===== src/rtl/pilha_enderecos.sv =====
// Return-address / operand LIFO for the multicycle processor.
// Level-held push/pop strobes are edge-detected so each assertion is exactly one stack operation.
module pilha_enderecos #(
  parameter int WIDTH = 32,
  parameter int DEPTH = 16,
  parameter int CW    = $clog2(DEPTH + 1)
) (
  input  logic             i_clk,
  input  logic             i_rst_n,
  input  logic             i_push,
  input  logic             i_pop,
  input  logic [WIDTH-1:0] i_din,
  output logic [WIDTH-1:0] o_dout,
  output logic             o_empty,
  output logic             o_full,
  output logic [CW-1:0]    o_count,
  output logic             o_overflow,
  output logic             o_underflow
);

  localparam int AW = (DEPTH > 1) ? $clog2(DEPTH) : 1;

  logic [WIDTH-1:0] r_mem [DEPTH];
  logic [CW-1:0]    r_sp;
  logic             r_push_q;
  logic             r_pop_q;
  logic             r_overflow;
  logic             r_underflow;

  logic             w_push_ev;
  logic             w_pop_ev;
  logic             w_empty;
  logic             w_full;
  logic [AW-1:0]    w_top_idx;
  logic             w_wr_en;
  logic [AW-1:0]    w_wr_idx;
  logic [CW-1:0]    w_sp_nxt;
  logic             w_set_ovf;
  logic             w_set_unf;

  assign w_push_ev = i_push & ~r_push_q;
  assign w_pop_ev  = i_pop & ~r_pop_q;
  assign w_empty   = (r_sp == '0);
  assign w_full    = (r_sp == CW'(DEPTH));
  assign w_top_idx = AW'(r_sp - CW'(1));

  // Priority: simultaneous push+pop (replace top), then push, then pop.
  always_comb begin
    w_wr_en   = 1'b0;
    w_wr_idx  = w_top_idx;
    w_sp_nxt  = r_sp;
    w_set_ovf = 1'b0;
    w_set_unf = 1'b0;
    if (w_push_ev && w_pop_ev) begin
      w_wr_en = 1'b1;
      if (w_empty) begin
        w_wr_idx  = '0;
        w_sp_nxt  = CW'(1);
        w_set_unf = 1'b1;
      end
    end else if (w_push_ev) begin
      if (!w_full) begin
        w_wr_en  = 1'b1;
        w_wr_idx = AW'(r_sp);
        w_sp_nxt = r_sp + CW'(1);
      end else begin
        w_set_ovf = 1'b1;
      end
    end else if (w_pop_ev) begin
      if (!w_empty) begin
        w_sp_nxt = r_sp - CW'(1);
      end else begin
        w_set_unf = 1'b1;
      end
    end
  end

  always_ff @(posedge i_clk or negedge i_rst_n) begin
    if (!i_rst_n) begin
      r_sp        <= '0;
      r_push_q    <= 1'b0;
      r_pop_q     <= 1'b0;
      r_overflow  <= 1'b0;
      r_underflow <= 1'b0;
    end else begin
      r_sp        <= w_sp_nxt;
      r_push_q    <= i_push;
      r_pop_q     <= i_pop;
      r_overflow  <= r_overflow | w_set_ovf;
      r_underflow <= r_underflow | w_set_unf;
    end
  end

  // Storage is deliberately not reset; sp alone defines which entries are valid.
  always_ff @(posedge i_clk) begin
    if (w_wr_en) begin
      r_mem[w_wr_idx] <= i_din;
    end
  end

  assign o_dout      = w_empty ? '0 : r_mem[w_top_idx];
  assign o_empty     = w_empty;
  assign o_full      = w_full;
  assign o_count     = r_sp;
  assign o_overflow  = r_overflow;
  assign o_underflow = r_underflow;

endmodule


===== config.mk =====
export PLATFORM = sky130hd
export DESIGN_NAME = pilha_enderecos
export DESIGN_NICKNAME = d
export VERILOG_FILES = /design/src/rtl/pilha_enderecos.sv
export SDC_FILE = /design/constraint.sdc
export NUM_CORES = 1
export LEC_CHECK = 0
export BUFFER_PORTS_ARGS = -buffer_cell sky130_fd_sc_hd__buf_2
export CORE_ASPECT_RATIO = 0.6
export CORE_MARGIN = 3
export CORE_UTILIZATION = 61
export DETAILED_ROUTE_END_ITERATION = 10
export PLACE_DENSITY_LB_ADDON = 0.2
export SETUP_SLACK_MARGIN = 0.4
export SLEW_MARGIN = 20
export SYNTH_ARGS = -nofsm -noshare
export SYNTH_HDL_FRONTEND = slang
export SYNTH_SLANG_ARGS = --single-unit

===== constraint.sdc =====
create_clock -name i_clk -period 5.1 [get_ports i_clk]
set_clock_uncertainty 0.2 [all_clocks]
set_input_delay 0.255 -clock i_clk [delete_from_list [all_inputs] [get_ports i_clk]]
set_output_delay 0.255 -clock i_clk [all_outputs]
set_load 0.02 [all_outputs]

## Word-level counts from Yosys, hierarchy flattened

Memories as Yosys holds them, arrays and structs flattened.
Cells that the tools add are included.

| storage, ports and cells | value |
|---|---|
| bits in registers | 9 |
| RAM bits | 512 |
| bits of input ports | 36 |
| output and inout port bits | 41 |
| logic and storage cells | 45 |
| memories kept | 1 |

| cells by class | value |
|---|---|
| add/subtract/negate cells | 2 |
| equality and inequality tests | 4 |
| muxes and demuxes | 23 |
| bitwise logic cells | 6 |
| reductions and logical operators | 4 |

Memories:

| memory | words | width | rd ports | clocked after memory_dff | wr ports | line | RTL |
|---|---|---|---|---|---|---|---|
| r_mem | 16 | 32 | 1 | 0 | 1 | 23 | `logic [WIDTH-1:0] r_mem [DEPTH];` |

Operator list:

| operator | count |
|---|---|
| two-way mux 32 bit | 1 |
| two-way mux 5 bit | 6 |
| two-way mux 4 bit | 4 |
| two-way mux 1 bit | 12 |
| inequality test 3 x 2 -> 1 bit (second input constant) | 2 |
| adder 5 x 1 -> 5 bit (second input constant) | 1 |
| == test 5 bit (second input constant) | 1 |
| logical NOT 5 bit | 1 |
| subtractor 5 x 1 -> 5 bit (second input constant) | 1 |
| AND reduction 4 bit | 1 |
| nonzero test 3 bit | 1 |
| AND 1 bit | 2 |
| inequality test 2 bit (second input constant) | 1 |
| NOT 1 bit | 2 |
| OR 1 bit | 2 |
| logical AND 1 bit | 1 |

## Longest topological paths before layout

| depth | value |
|---|---|
| depth after elaboration | 6 |
| gate-level depth with buffers | 12 |
| gate-level depth less buffers | 8 |

## Worst setup path before layout

No wires, ideal clock.

| timing path | value |
|---|---|
| path kind | flip-flop to flip-flop |
| start point | register r_sp[0] (netlist: o_count[0]) |
| end point | memory r_mem[13][0] (enable) |
| library setup time | 0.421 ns |
| arrival | 3.790 ns |
| data required time | 4.479 ns |
| setup slack | 0.689 ns |
| stages on the path, launching flop included | 13 |
| path buffers | 4 |
| clock period less this slack | 4.411 ns |
| cells stage by stage | dfrtp_1 buf_4 buf_6 buf_2 inv_1 ha_1 or4b_4 buf_6 clkinv_4 a32oi_1 o22ai_2 nand2b_4 nor2_1 |

| between the ends | value |
|---|---|
| elaborated cells between the ends (all ways) | 12 |
| those cells by class | add/sub: 1; eq/ne: 1; mux: 9; reduce/logical: 1 |

RTL lines:

| item | line | RTL |
|---|---|---|
| start: declaration | 24 | `logic [CW-1:0] r_sp;` |
| start signal: assignment | 86 | `r_sp <= w_sp_nxt;` |
| logical NOT 5 bit | 43 | `assign w_empty = (r_sp == '0);` |
| via o_empty | 14 | `output logic o_empty,` |
| two-way mux 4 bit | 56 | `if (w_empty) begin` |
| two-way mux 4 bit | 54 | `if (w_push_ev && w_pop_ev) begin` |
| end: declaration | 23 |  |

The timed path passes the listed nets, and every way through them passes these cells.

## Final worst setup path

| timing path | value |
|---|---|
| start point | register r_sp[0] (netlist: o_count[0]) |
| end point | output port o_dout[4] |

| between the ends | value |
|---|---|
| longest elaborated chain between the ends | 3 |
| elaborated cells between the ends (all ways) | 4 |
| those cells by class | add/sub: 1; mux: 1; reduce/logical: 1; memory: 1 |

RTL lines:

| item | line | RTL |
|---|---|---|
| subtractor 5 x 1 -> 5 bit | - |  |
| memory (16 x 32 bit) | - |  |
| two-way mux 32 bit (*) | 101 | `assign o_dout = w_empty ? '0 : r_mem[w_top_idx];` |
| end: declaration | 13 | `output logic [WIDTH-1:0] o_dout,` |

Every way passes the cells marked *; elsewhere a longest branch is shown, timed or not.

==> summary.txt <==
Cells and area
  – Final Cell Area: between 0.02 and 0.025 mm^2
  – Final non-filler cell total: ~1500
  – Layout cell share with drive strength beyond 1: 0.310
  – Area grow syn2layout: 14.7%
  – Filler cell count: 1880
  – Fin util: 0.713
  – Nets: 1077

Synth
  – Syn nets: approximately 940
  – Adder-Cell Fraction of Synth Area: 0.00185
  – Synth Flop Type: edfxtp_1
  – Post-Synth Simple-Gate Area: 0.0258
  – Post-synth EDFFs: approximately 510
  – Ys Warns: 0
  – Synth Cell Area: around 0.020 mm^2
  – Mean Syn Cell Area: 22.6 um^2
  – Synth cell types: 57
  – Synth cell count leaders: edfxtp_1 (512), mux4_2 (128), nor2b_1 (34)
  – Asr flop ratio synth: 0.0173
  – Synth Area in Compound Gates: 0.0442
  – Synth Instances: about 900
  – Synth Area in XOR/XNOR: 0.000432
  – Synthesis-stage register bit count: between 500 and 600
  – Count leader, synth: edfxtp_1
  – Synth top area share: 0.758
  – Mux cell area share after synthesis: 0.143
  – Seq/Total Area, Yosys: 0.769
  – Synth area leader: edfxtp_1
  – Top post-synthesis cells by area: edfxtp_1 (76%), mux4_2 (14%), a221o_1 (1.6%)
  – Largest family of logic cells by synthesized area: multiplexers

Routing
  – Total wire length: between 40000 and 50000 um
  – # DRC: 0
  – DRT Pass-1 Iters: 5
  – Via count: 10000
  – Wire per inst: between 20 and 30 um
  – Vias per cell: between 6 and 7
  – Initial DRC Count: approximately 1200
  – Antenna Violating Nets Remaining: 0

Global route
  – Largest net degree at the start of global routing: 109
  – GRT overflow: 0
  – GRT Overall Usage: 0.263
  – First-pass GRT wire length: about 67000 um
  – Number of global-route vias before repair: 10000
  – Initial antenna violation count: 0

Timing
  – Max Slew Vio Count: 0
  – Post-layout worst setup margin: approximately 0.64 ns
  – Highest clock rate: 0.224 GHz
  – Final Cycle Share: 0.874
  – Final number of hold-violating endpoints: 0
  – Worst Tran Pin Value: around 0.95 ns
  – Worst hold margin: 0.190 ns
  – Slew HR: 0.368
  – Tmin final: 4.46 ns
  – Setup_tns: 0 ns
  – Setup repair after global routing missed its margin: false
  – Finish-stage setup viols: 0

Setup path
  – R2R depth: 9
  – Reg2reg start: o_count[0]$_DFFE_PN0P_
  – Crit Path Class: flip-flop to primary output
  – Worst reg2reg path endpoint: r_mem[5][11]$_DFFE_PP_
  – R2R Setup Slk: 0.98 ns
  – Crit start category: flip-flop
  – Critical path data arrival time: 4.00 ns
  – Worst Path Max Fanout: 38
  – Crit path capture type: primary output
  – WP data required: between 4 and 5 ns

Power and ir drop
  – Psw: between 4 and 5 mW
  – P_int: roughly 9.0 mW
  – Max IR drop VDD: 0.000500 V
  – Final Power: 13.6 mW
  – Lkg Pwr: roughly 7.5 nW
  – Power per standard cell area: a little under 600 mW/mm^2
  – Combinational share of power: 0.388
  – Switching Fraction: 0.338
  – Flop pwr share: 0.375
  – Clock Power Share: 0.238

Floorplan
  – Chip height: around 150 um
  – Die Area: approximately 0.036 mm^2
  – Io pins: 77
  – Core Rows: 51
  – Die W: 241 um
  – Core area: roughly 0.033 mm^2
  – Initial core utilization: 0.622

Clocking
  – Clock Tree Buf Depth: 3
  – CTS root buf: clkbuf_16
  – Worst-Skew Late Latency: approximately 0.55 ns
  – CTS tree: yes
  – CTS Sinks: roughly 520
  – Num CTS Buffers: 45
  – H-tree levels: 2
  – Clock transition at path regs: 0.06 ns

Hold path
  – Worst hold path depth: 2
  – Worst hold endpoint: r_pop_q$_DFF_PN0_
  – Hold Path Class: input port to flip-flop
  – Hold path start: i_pop

Job
  – Max-Cap Viols: 0

Place
  – I/O Buffers: 76
  – Hpwl dp: around 26000 um
  – Place WS: 0.851 ns
  – Placed Cells: ~1400
  – Gpl congestion: roughly 0.78
  – DP Area: roughly 0.021 mm^2

Outcome
  – Outcome: completed
-- worst max-delay path, stage by stage, from the launching register on --
cell       delay [ns]
dfrtp_4          0.63
inv_1            0.23
ha_4             0.16
or4b_4           0.80
nand3_2          0.22
a2bb2oi_4        0.54
buf_12           0.25
nor2b_1          0.11
a221o_1          0.31
buf_2            0.18
-- logic make-up after synthesis --
kind of cell               Yosys count
buffers and inverters               59
muxes                              130
adders and majority gates            3
xor gates and xnor gates             1
DFF                                521
AOI/OAI and AO/OA                   96
and+or+nand+nor                     89
-- power by group through the flow --
stage,sequential [mW],clock [mW],combinational [mW]
after floorplan,5.13,0,3.56
after global placement,5.19,0,5.09
after detailed placement,5.20,0,5.11
after CTS,5.11,3.29,5.17
after global routing,5.11,3.48,5.55
final,5.09,3.23,5.27
-- registers in the layout, summed over array words and instances, names as in the netlist --
signal,cells
r_mem,512
r_pop_q,1
o_count,5
o_underflow,1
r_push_q,1
o_overflow,1
-- worst max path at each step --
stage | start | end | slack (ns) | cells past startpoint
after floorplan | o_count[0]$_DFFE_PN0P_ | r_mem[13][0]$_DFFE_PP_ | 0.69 | 12
after global placement | o_count[0]$_DFFE_PN0P_ | r_mem[5][3]$_DFFE_PP_ | 0.93 | 8
after detailed placement | o_count[0]$_DFFE_PN0P_ | r_mem[5][5]$_DFFE_PP_ | 0.85 | 8
after CTS | o_count[0]$_DFFE_PN0P_ | o_dout[26] | 0.43 | 8
after global routing | o_count[0]$_DFFE_PN0P_ | o_dout[4] | 0.49 | 9
final | o_count[0]$_DFFE_PN0P_ | o_dout[4] | 0.64 | 9
-- layout by cell type (no fill, tap or decap), types with 3 or more instances in the layout --
cell	instances
a21oi_1	4
a21oi_4	3
a221o_1	32
a22o_1	32
buf_12	11
buf_2	76
buf_4	19
clkbuf_1	13
clkbuf_16	45
clkinv_1	11
clkinv_2	3
dfrtp_1	8
dlygate4sd3_1	36
edfxtp_1	512
inv_1	6
inv_6	3
mux4_2	128
nand2_1	10
nand2b_1	5
nand4_1	3
nor2_1	6
nor2_4	15
nor2b_1	34
-- final cells by class --
type	count	area, um^2	area share
Sequential cell	521	15600	0.671
Clock buffer	60	1200	0.0517
Inverter	7	31.3	0.00134
Tap cell	450	563	0.0242
Multi-Input combinational cell	319	4530	0.195
Clock inverter	21	170	0.00731
Timing Repair Buffer	144	1160	0.0498
Antenna cell	1	2.50	0.000108
-- per-layer routing --
metal / share of wire / GRT usage
met1: 0.44 / 0.428
met2: 0.43 / 0.362
met3: 0.11 / 0.0734
met4: 0.016 / 0.0558
met5: 0 / 0
-- timing repair --
| item | in CTS | in global routing |
|---|---|---|
| endpoints found under the setup margin | 0 | 23 |
| gates resized for setup | 0 | 0 |
| hold buffers | 36 | 0 |
| hold endpoints to repair | 523 | 0 |
| setup buffers | 0 | 1 |
Note: power is estimated with default switching activity, not from simulation.
